[config.mk]
export PLATFORM = sky130hd
export DESIGN_NAME = multicycle_alu_flat
export DESIGN_NICKNAME = d
export VERILOG_FILES = /design/src/rtl/multicycle_alu_if.sv /design/src/rtl/multicycle_alu.sv /design/src/flat_wrapper.sv
export SDC_FILE = /design/constraint.sdc
export NUM_CORES = 1
export LEC_CHECK = 0
export ABC_CLOCK_PERIOD_IN_PS = 8130
export CORE_MARGIN = 1.5
export CORE_UTILIZATION = 30
export CTS_CLUSTER_DIAMETER = 30
export DETAILED_ROUTE_END_ITERATION = 8
export GPL_ROUTABILITY_DRIVEN = 0
export PLACE_DENSITY = 0.48
export SYNTH_ARGS = -nofsm -noshare
export SYNTH_HDL_FRONTEND = slang
export SYNTH_SLANG_ARGS = --single-unit
export TNS_END_PERCENT = 10
[constraint.sdc]
create_clock -name clk -period 8.13 [get_ports clk]
set_input_delay 0.813 -clock clk [delete_from_list [all_inputs] [get_ports clk]]
set_output_delay 0.813 -clock clk [all_outputs]
set_load 0.01 [all_outputs]
[src/rtl/multicycle_alu_if.sv]
// Request/response bundle between the ALU controller and multicycle_alu.
// The master drives the request, and multicycle_alu (the slave) returns status and result.
interface multicycle_alu_if #(
    parameter int WIDTH = 64
);
    logic             start;
    logic [3:0]       Operation;
    logic [WIDTH-1:0] A;
    logic [WIDTH-1:0] B;
    logic             busy;
    logic             done;
    logic [WIDTH-1:0] Result;
    logic             Zero;
    logic             Illegal;

    modport master (
        output start, Operation, A, B,
        input  busy, done, Result, Zero, Illegal
    );

    modport slave (
        input  start, Operation, A, B,
        output busy, done, Result, Zero, Illegal
    );
endinterface

[src/rtl/multicycle_alu.sv]
// Multicycle ALU: ADD/SUB/SLL/OR/AND on latched operands with registered Result/Zero/Illegal flags.
// Latency: done 2 cycles after start; iterative SLL by s>0 takes 1+s cycles (ALU_FAST_SHIFT_EN: 2 cycles always).
// Backpressure: none queued; start is ignored while busy or done is high.
module multicycle_alu #(
    parameter int WIDTH = 64,
    parameter int SHW   = 6
) (
    input  logic                  clk,
    input  logic                  reset,
    multicycle_alu_if.slave       bus
);

    typedef enum logic [1:0] {
        IDLE  = 2'd0,
        EXEC  = 2'd1,
        SHIFT = 2'd2,
        DONE  = 2'd3
    } state_t;

    typedef struct packed {
        logic [3:0]       op;
        logic [WIDTH-1:0] a;
        logic [WIDTH-1:0] b;
    } req_t;

    localparam logic [3:0] OP_ADD    = 4'b0000;
    localparam logic [3:0] OP_SUB_BR = 4'b0001;
    localparam logic [3:0] OP_ADD2   = 4'b0010;
    localparam logic [3:0] OP_SUB    = 4'b0011;
    localparam logic [3:0] OP_SLL    = 4'b0100;
    localparam logic [3:0] OP_OR     = 4'b0101;
    localparam logic [3:0] OP_AND    = 4'b0110;

    state_t           state_q, state_d;
    req_t             req_q, req_d;
    logic [SHW-1:0]   cnt_q, cnt_d;
    logic [WIDTH-1:0] res_q, res_d;
    logic             zero_q, zero_d;
    logic             ill_q, ill_d;

    logic [WIDTH-1:0] alu_res;
    logic             alu_ill;
    logic [WIDTH-1:0] shl1;

    // Single-cycle datapath used in EXEC on the latched request.
    always_comb begin
        alu_res = '0;
        alu_ill = 1'b0;
        case (req_q.op)
            OP_ADD, OP_ADD2:   alu_res = req_q.a + req_q.b;
            OP_SUB_BR, OP_SUB: alu_res = req_q.a - req_q.b;
            OP_SLL: begin
`ifdef ALU_FAST_SHIFT_EN
                alu_res = req_q.a << req_q.b[SHW-1:0];
`else
                // Only a zero shift amount reaches EXEC in the iterative build.
                alu_res = req_q.a;
`endif
            end
            OP_OR:             alu_res = req_q.a | req_q.b;
            OP_AND:            alu_res = req_q.a & req_q.b;
            default:           alu_ill = 1'b1;
        endcase
    end

    assign shl1 = {req_q.a[WIDTH-2:0], 1'b0};

    always_comb begin
        state_d = state_q;
        req_d   = req_q;
        cnt_d   = cnt_q;
        res_d   = res_q;
        zero_d  = zero_q;
        ill_d   = ill_q;
        case (state_q)
            IDLE: begin
                if (bus.start) begin
                    req_d = '{op: bus.Operation, a: bus.A, b: bus.B};
                    cnt_d = bus.B[SHW-1:0];
`ifdef ALU_FAST_SHIFT_EN
                    state_d = EXEC;
`else
                    if (bus.Operation == OP_SLL && bus.B[SHW-1:0] != '0) begin
                        state_d = SHIFT;
                    end else begin
                        state_d = EXEC;
                    end
`endif
                end
            end
            EXEC: begin
                res_d   = alu_res;
                zero_d  = (alu_res == '0);
                ill_d   = alu_ill;
                state_d = DONE;
            end
            SHIFT: begin
                req_d.a = shl1;
                cnt_d   = cnt_q - SHW'(1);
                // The last step publishes the shifted value directly, saving an EXEC pass.
                if (cnt_q == SHW'(1)) begin
                    res_d   = shl1;
                    zero_d  = (shl1 == '0);
                    ill_d   = 1'b0;
                    state_d = DONE;
                end
            end
            DONE: begin
                state_d = IDLE;
            end
            default: begin
                state_d = IDLE;
            end
        endcase
    end

    always_ff @(posedge clk) begin
        if (reset) begin
            state_q <= IDLE;
            req_q   <= '0;
            cnt_q   <= '0;
            res_q   <= '0;
            zero_q  <= 1'b1;
            ill_q   <= 1'b0;
        end else begin
            state_q <= state_d;
            req_q   <= req_d;
            cnt_q   <= cnt_d;
            res_q   <= res_d;
            zero_q  <= zero_d;
            ill_q   <= ill_d;
        end
    end

    assign bus.busy    = (state_q == EXEC) || (state_q == SHIFT);
    assign bus.done    = (state_q == DONE);
    assign bus.Result  = res_q;
    assign bus.Zero    = zero_q;
    assign bus.Illegal = ill_q;

endmodule

[src/flat_wrapper.sv]
// flat-port wrapper written by rule: the top's interface ports become plain ports
module multicycle_alu_flat 
#(
    parameter int WIDTH = 64,
    parameter int SHW   = 6
)
  (clk, reset, bus_start, bus_Operation, bus_A, bus_B, bus_busy, bus_done, bus_Result, bus_Zero, bus_Illegal);
  multicycle_alu_if #(.WIDTH(WIDTH)) bus_i ();
  input  logic clk;
  input  logic reset;
  input wire logic [$bits(bus_i.start)-1:0] bus_start;
  input wire logic [$bits(bus_i.Operation)-1:0] bus_Operation;
  input wire logic [$bits(bus_i.A)-1:0] bus_A;
  input wire logic [$bits(bus_i.B)-1:0] bus_B;
  output wire logic [$bits(bus_i.busy)-1:0] bus_busy;
  output wire logic [$bits(bus_i.done)-1:0] bus_done;
  output wire logic [$bits(bus_i.Result)-1:0] bus_Result;
  output wire logic [$bits(bus_i.Zero)-1:0] bus_Zero;
  output wire logic [$bits(bus_i.Illegal)-1:0] bus_Illegal;
  assign bus_i.start = bus_start;
  assign bus_i.Operation = bus_Operation;
  assign bus_i.A = bus_A;
  assign bus_i.B = bus_B;
  assign bus_busy = bus_i.busy;
  assign bus_done = bus_i.done;
  assign bus_Result = bus_i.Result;
  assign bus_Zero = bus_i.Zero;
  assign bus_Illegal = bus_i.Illegal;
  multicycle_alu #(.WIDTH(WIDTH), .SHW(SHW)) u_core (.clk(clk), .reset(reset), .bus(bus_i));
endmodule
==> metrics.md <==
| Metric | Value |
|---|---|
| Most frequent cells in the layout | nand2_1, a21oi_1, nor2_1 |
| Sequential area share after synthesis | 0.258 |
| Setup tns final | 0 ns |
| LEAKAGE | 7.68 nW |
| Most common cell after layout, fill and taps aside | nand2_1 |
| Max Cap Viol | 0 |
| Post-route ant nets | 0 |
| Headroom to the max-slew limit | 0.285 |
| Fin. max-slew vios | 0 |
| GRT Total Usage | 0.252 |
| Syn-to-layout area delta | 26.8% |
| Fin crit period | 7.18 ns |
| Unrepaired setup endpoints after global routing | no |
| Via count | 18100 |
| Post-CTS setup buffers | 0 |
| TritonCTS clock tree | yes |
| Post-route insts no fill | 3147 |
| Data required time at the worst endpoint | 8.62 ns |
| Core Util, Final | 0.385 |
| Final WL | 70000 um |
| Ports | 203 |
| Dpl ws | 1.13 ns |
| Core area | 52700 um^2 |
| TritonRoute pass-1 iters | 6 |
| GRT overflow | 0 |
| Power Density | 503 nW/um^2 |
| DP Wirelength | 51200 um |
| Setup crit end kind | register |
| Vias/cell | 5.75 |
| DRC violations left | 0 |
| Placed cell count | 3050 |
| Critical path class | register to register |
| Die width | 234 um |
| Yosys warning count | 0 |
| Skew-Pair Late Insertion Delay | 0.59 ns |
| Hold path cells | 2 |
| Post-CTS Resized | 0 |
| # diodes | 0 |
| Initial Utilization | 0.304 |
| Clock skew | 0.0302 ns |
| Clk slew on worst S/H paths | 0.05 ns |
| CTS Sinks | 206 |
| Finish-stage setup viols | 0 |
| Post-Layout Inst Area | 20300 um^2 |
| Post-Syn Nets | 2504 |
| Post-Syn Instances | 2296 |
| Largest net degree at the start of global routing | 114 |
| Crit path DAT | 7.67 ns |
| Post-Syn Area | 16000 um^2 |
| Buffers on Ports | 202 |
| Post-synthesis register bit count | 206 |
| Worst slew pin tran | 1.07 ns |
| FMAX | 139 MHz |
| Syn avg cell area | 6.96 um^2 |
| Die ar. | 54700 um^2 |
| Core Rows | 84 |
| Share of cells above drive strength 1 | 0.0716 |
| Min setup slack post-route | 0.948 ns |
| EDFF count, synth | 0 |
| Status | finished, final reports clean |
| Final period utilization | 0.883 |
| Worst R2R Path Depth | 24 |
| Max Root-Sink Buffers | 3 |
| First-pass GRT wire length | 106000 um |
| Distinct cells, synth | 95 |
| CTS Root Cell | clkbuf_16 |
| CTS buffer count | 52 |
| Vias in the first global route | 17500 |
| DRT iter0 DRCs | 1468 |
| Area post-placement | 18400 um^2 |
| Min-Delay Path Class | register to register |
| Initial antenna violation count | 0 |
| Worst Setup Start Kind | register |
| Worst VDD drop | 315 uV |
| # H-tree levels | 2 |
| Async S/R FF share, synth | 0 |
| Die Height | 234 um |
| DR WL/cell | 22.3 um |
| Nets@finish | 2624 |
| Critical Path Fanout Max | 9 |
| Hold Fails Final Rpt | 0 |
| Hold-fix buffers, CTS | 0 |
| Top FF cell, synth | dfxtp_1 |
power breakdown:
part	switching, mW	total (mW)	internal (mW)	leakage, nW
clock network	0.675	2.17	1.49	0.894
logic	3.89	6.11	2.22	5.10
registers	0.550	1.92	1.37	1.69
synthesized netlist by cell type (all sizes together) (5+ instances only):
master / number / area [um^2]
a311oi: 5 / 50.0
nor4b: 5 / 65.1
a211oi: 28 / 215
and3: 14 / 87.6
inv: 61 / 229
nor2b: 43 / 269
o22ai: 74 / 469
xor2: 50 / 438
a22oi: 17 / 133
and2: 9 / 56.3
or4: 13 / 97.6
o41ai: 5 / 43.8
mux2i: 12 / 120
dfxtp: 206 / 4120
or3: 21 / 138
xnor2: 54 / 473
nand4: 45 / 282
nand2: 357 / 1340
clkbuf: 125 / 477
nand2b: 12 / 77.6
o21ai: 177 / 897
buf: 44 / 272
a21o: 23 / 173
a221oi: 7 / 61.3
a221o: 6 / 60.1
nor4: 29 / 188
nor2: 214 / 806
a21oi: 277 / 1420
nor3: 97 / 490
o221ai: 6 / 52.6
a211o: 5 / 45.0
o211ai: 36 / 270
a2111oi: 5 / 63.8
ha: 72 / 901
nand3: 20 / 105
a31oi: 21 / 138
o21a: 14 / 106
o31ai: 20 / 155
o21bai: 10 / 75.1
registers in the layout (all words and copies together) (netlist names):
| register | flops |
|---|---|
| u_core.bus.Illegal | 1 |
| u_core.bus.Result | 64 |
| u_core.bus.Zero | 1 |
| u_core.cnt_q | 6 |
| u_core.req_q | 132 |
| u_core.state_q | 2 |
metrics by stage:
step | hold slack [ns] | total power, mW
after floorplan | 0.446 | 5.88
after global placement | 0.443 | 7.90
after detailed placement | 0.445 | 7.92
after CTS | 0.449 | 10.1
after global routing | 0.472 | 10.9
final | 0.449 | 10.2
kinds of logic after synthesis:
group | share of synthesized area
AO/OA/AOI/OAI | 0.296
multiplexers | 0.00963
XOR/XNOR | 0.0570
buffers and inverters | 0.0611
adder cells (fa/ha/maj) | 0.0576
AND/OR/NAND/NOR | 0.261
flip-flops | 0.258
final timing paths:
check                                          start                            endpoint  slack [ns]
setup reg to reg        u_core.req_q[0]$_SDFFE_PP0P_        u_core.bus.Zero$_SDFFE_PP1P_        0.95
hold / removal    u_core.bus.Result[52]$_SDFFE_PP0P_  u_core.bus.Result[52]$_SDFFE_PP0P_        0.45
hold reg to reg   u_core.bus.Result[52]$_SDFFE_PP0P_  u_core.bus.Result[52]$_SDFFE_PP0P_        0.45
setup / recovery        u_core.req_q[0]$_SDFFE_PP0P_        u_core.bus.Zero$_SDFFE_PP1P_        0.95
per-layer routing:
layer / routed length [um] / track usage / vias up
li1: - / - / 8557
met3: 5160 / 0.0385 / 168
met5: 0 / 0 / -
met4: 3150 / 0.115 / 0
met2: 31500 / 0.403 / 800
met1: 30200 / 0.333 / 8576
critical path: stages (launching register included):
cell	delay, ns
dfxtp_1	0.36
inv_1	0.10
ha_1	0.17
nand2_1	0.10
or4_1	0.52
or3_1	0.42
or2_1	0.33
nor3_2	0.31
nand2_1	0.22
or3_1	0.49
or2_1	0.29
nor2_1	0.43
a21oi_1	0.17
xnor2_1	0.15
ha_1	0.40
a21o_1	0.20
a21oi_1	0.27
o21ai_0	0.15
a211oi_1	0.33
o32ai_1	0.12
nor3_1	0.22
nand3_1	0.12
or4_1	0.46
or4_1	0.53
o31ai_2	0.23
layout make-up:
| type | instances | area, um^2 |
|---|---|---|
| multi-input combinational | 1860 | 10900 |
| sequential | 206 | 4130 |
| timing repair buffer | 235 | 2270 |
| clock buffer | 64 | 1420 |
| fill | 5513 | 32400 |
| tap | 688 | 861 |
| clock inverter | 33 | 445 |
| inverter | 61 | 229 |
Power figures use the tool's default switching activity.
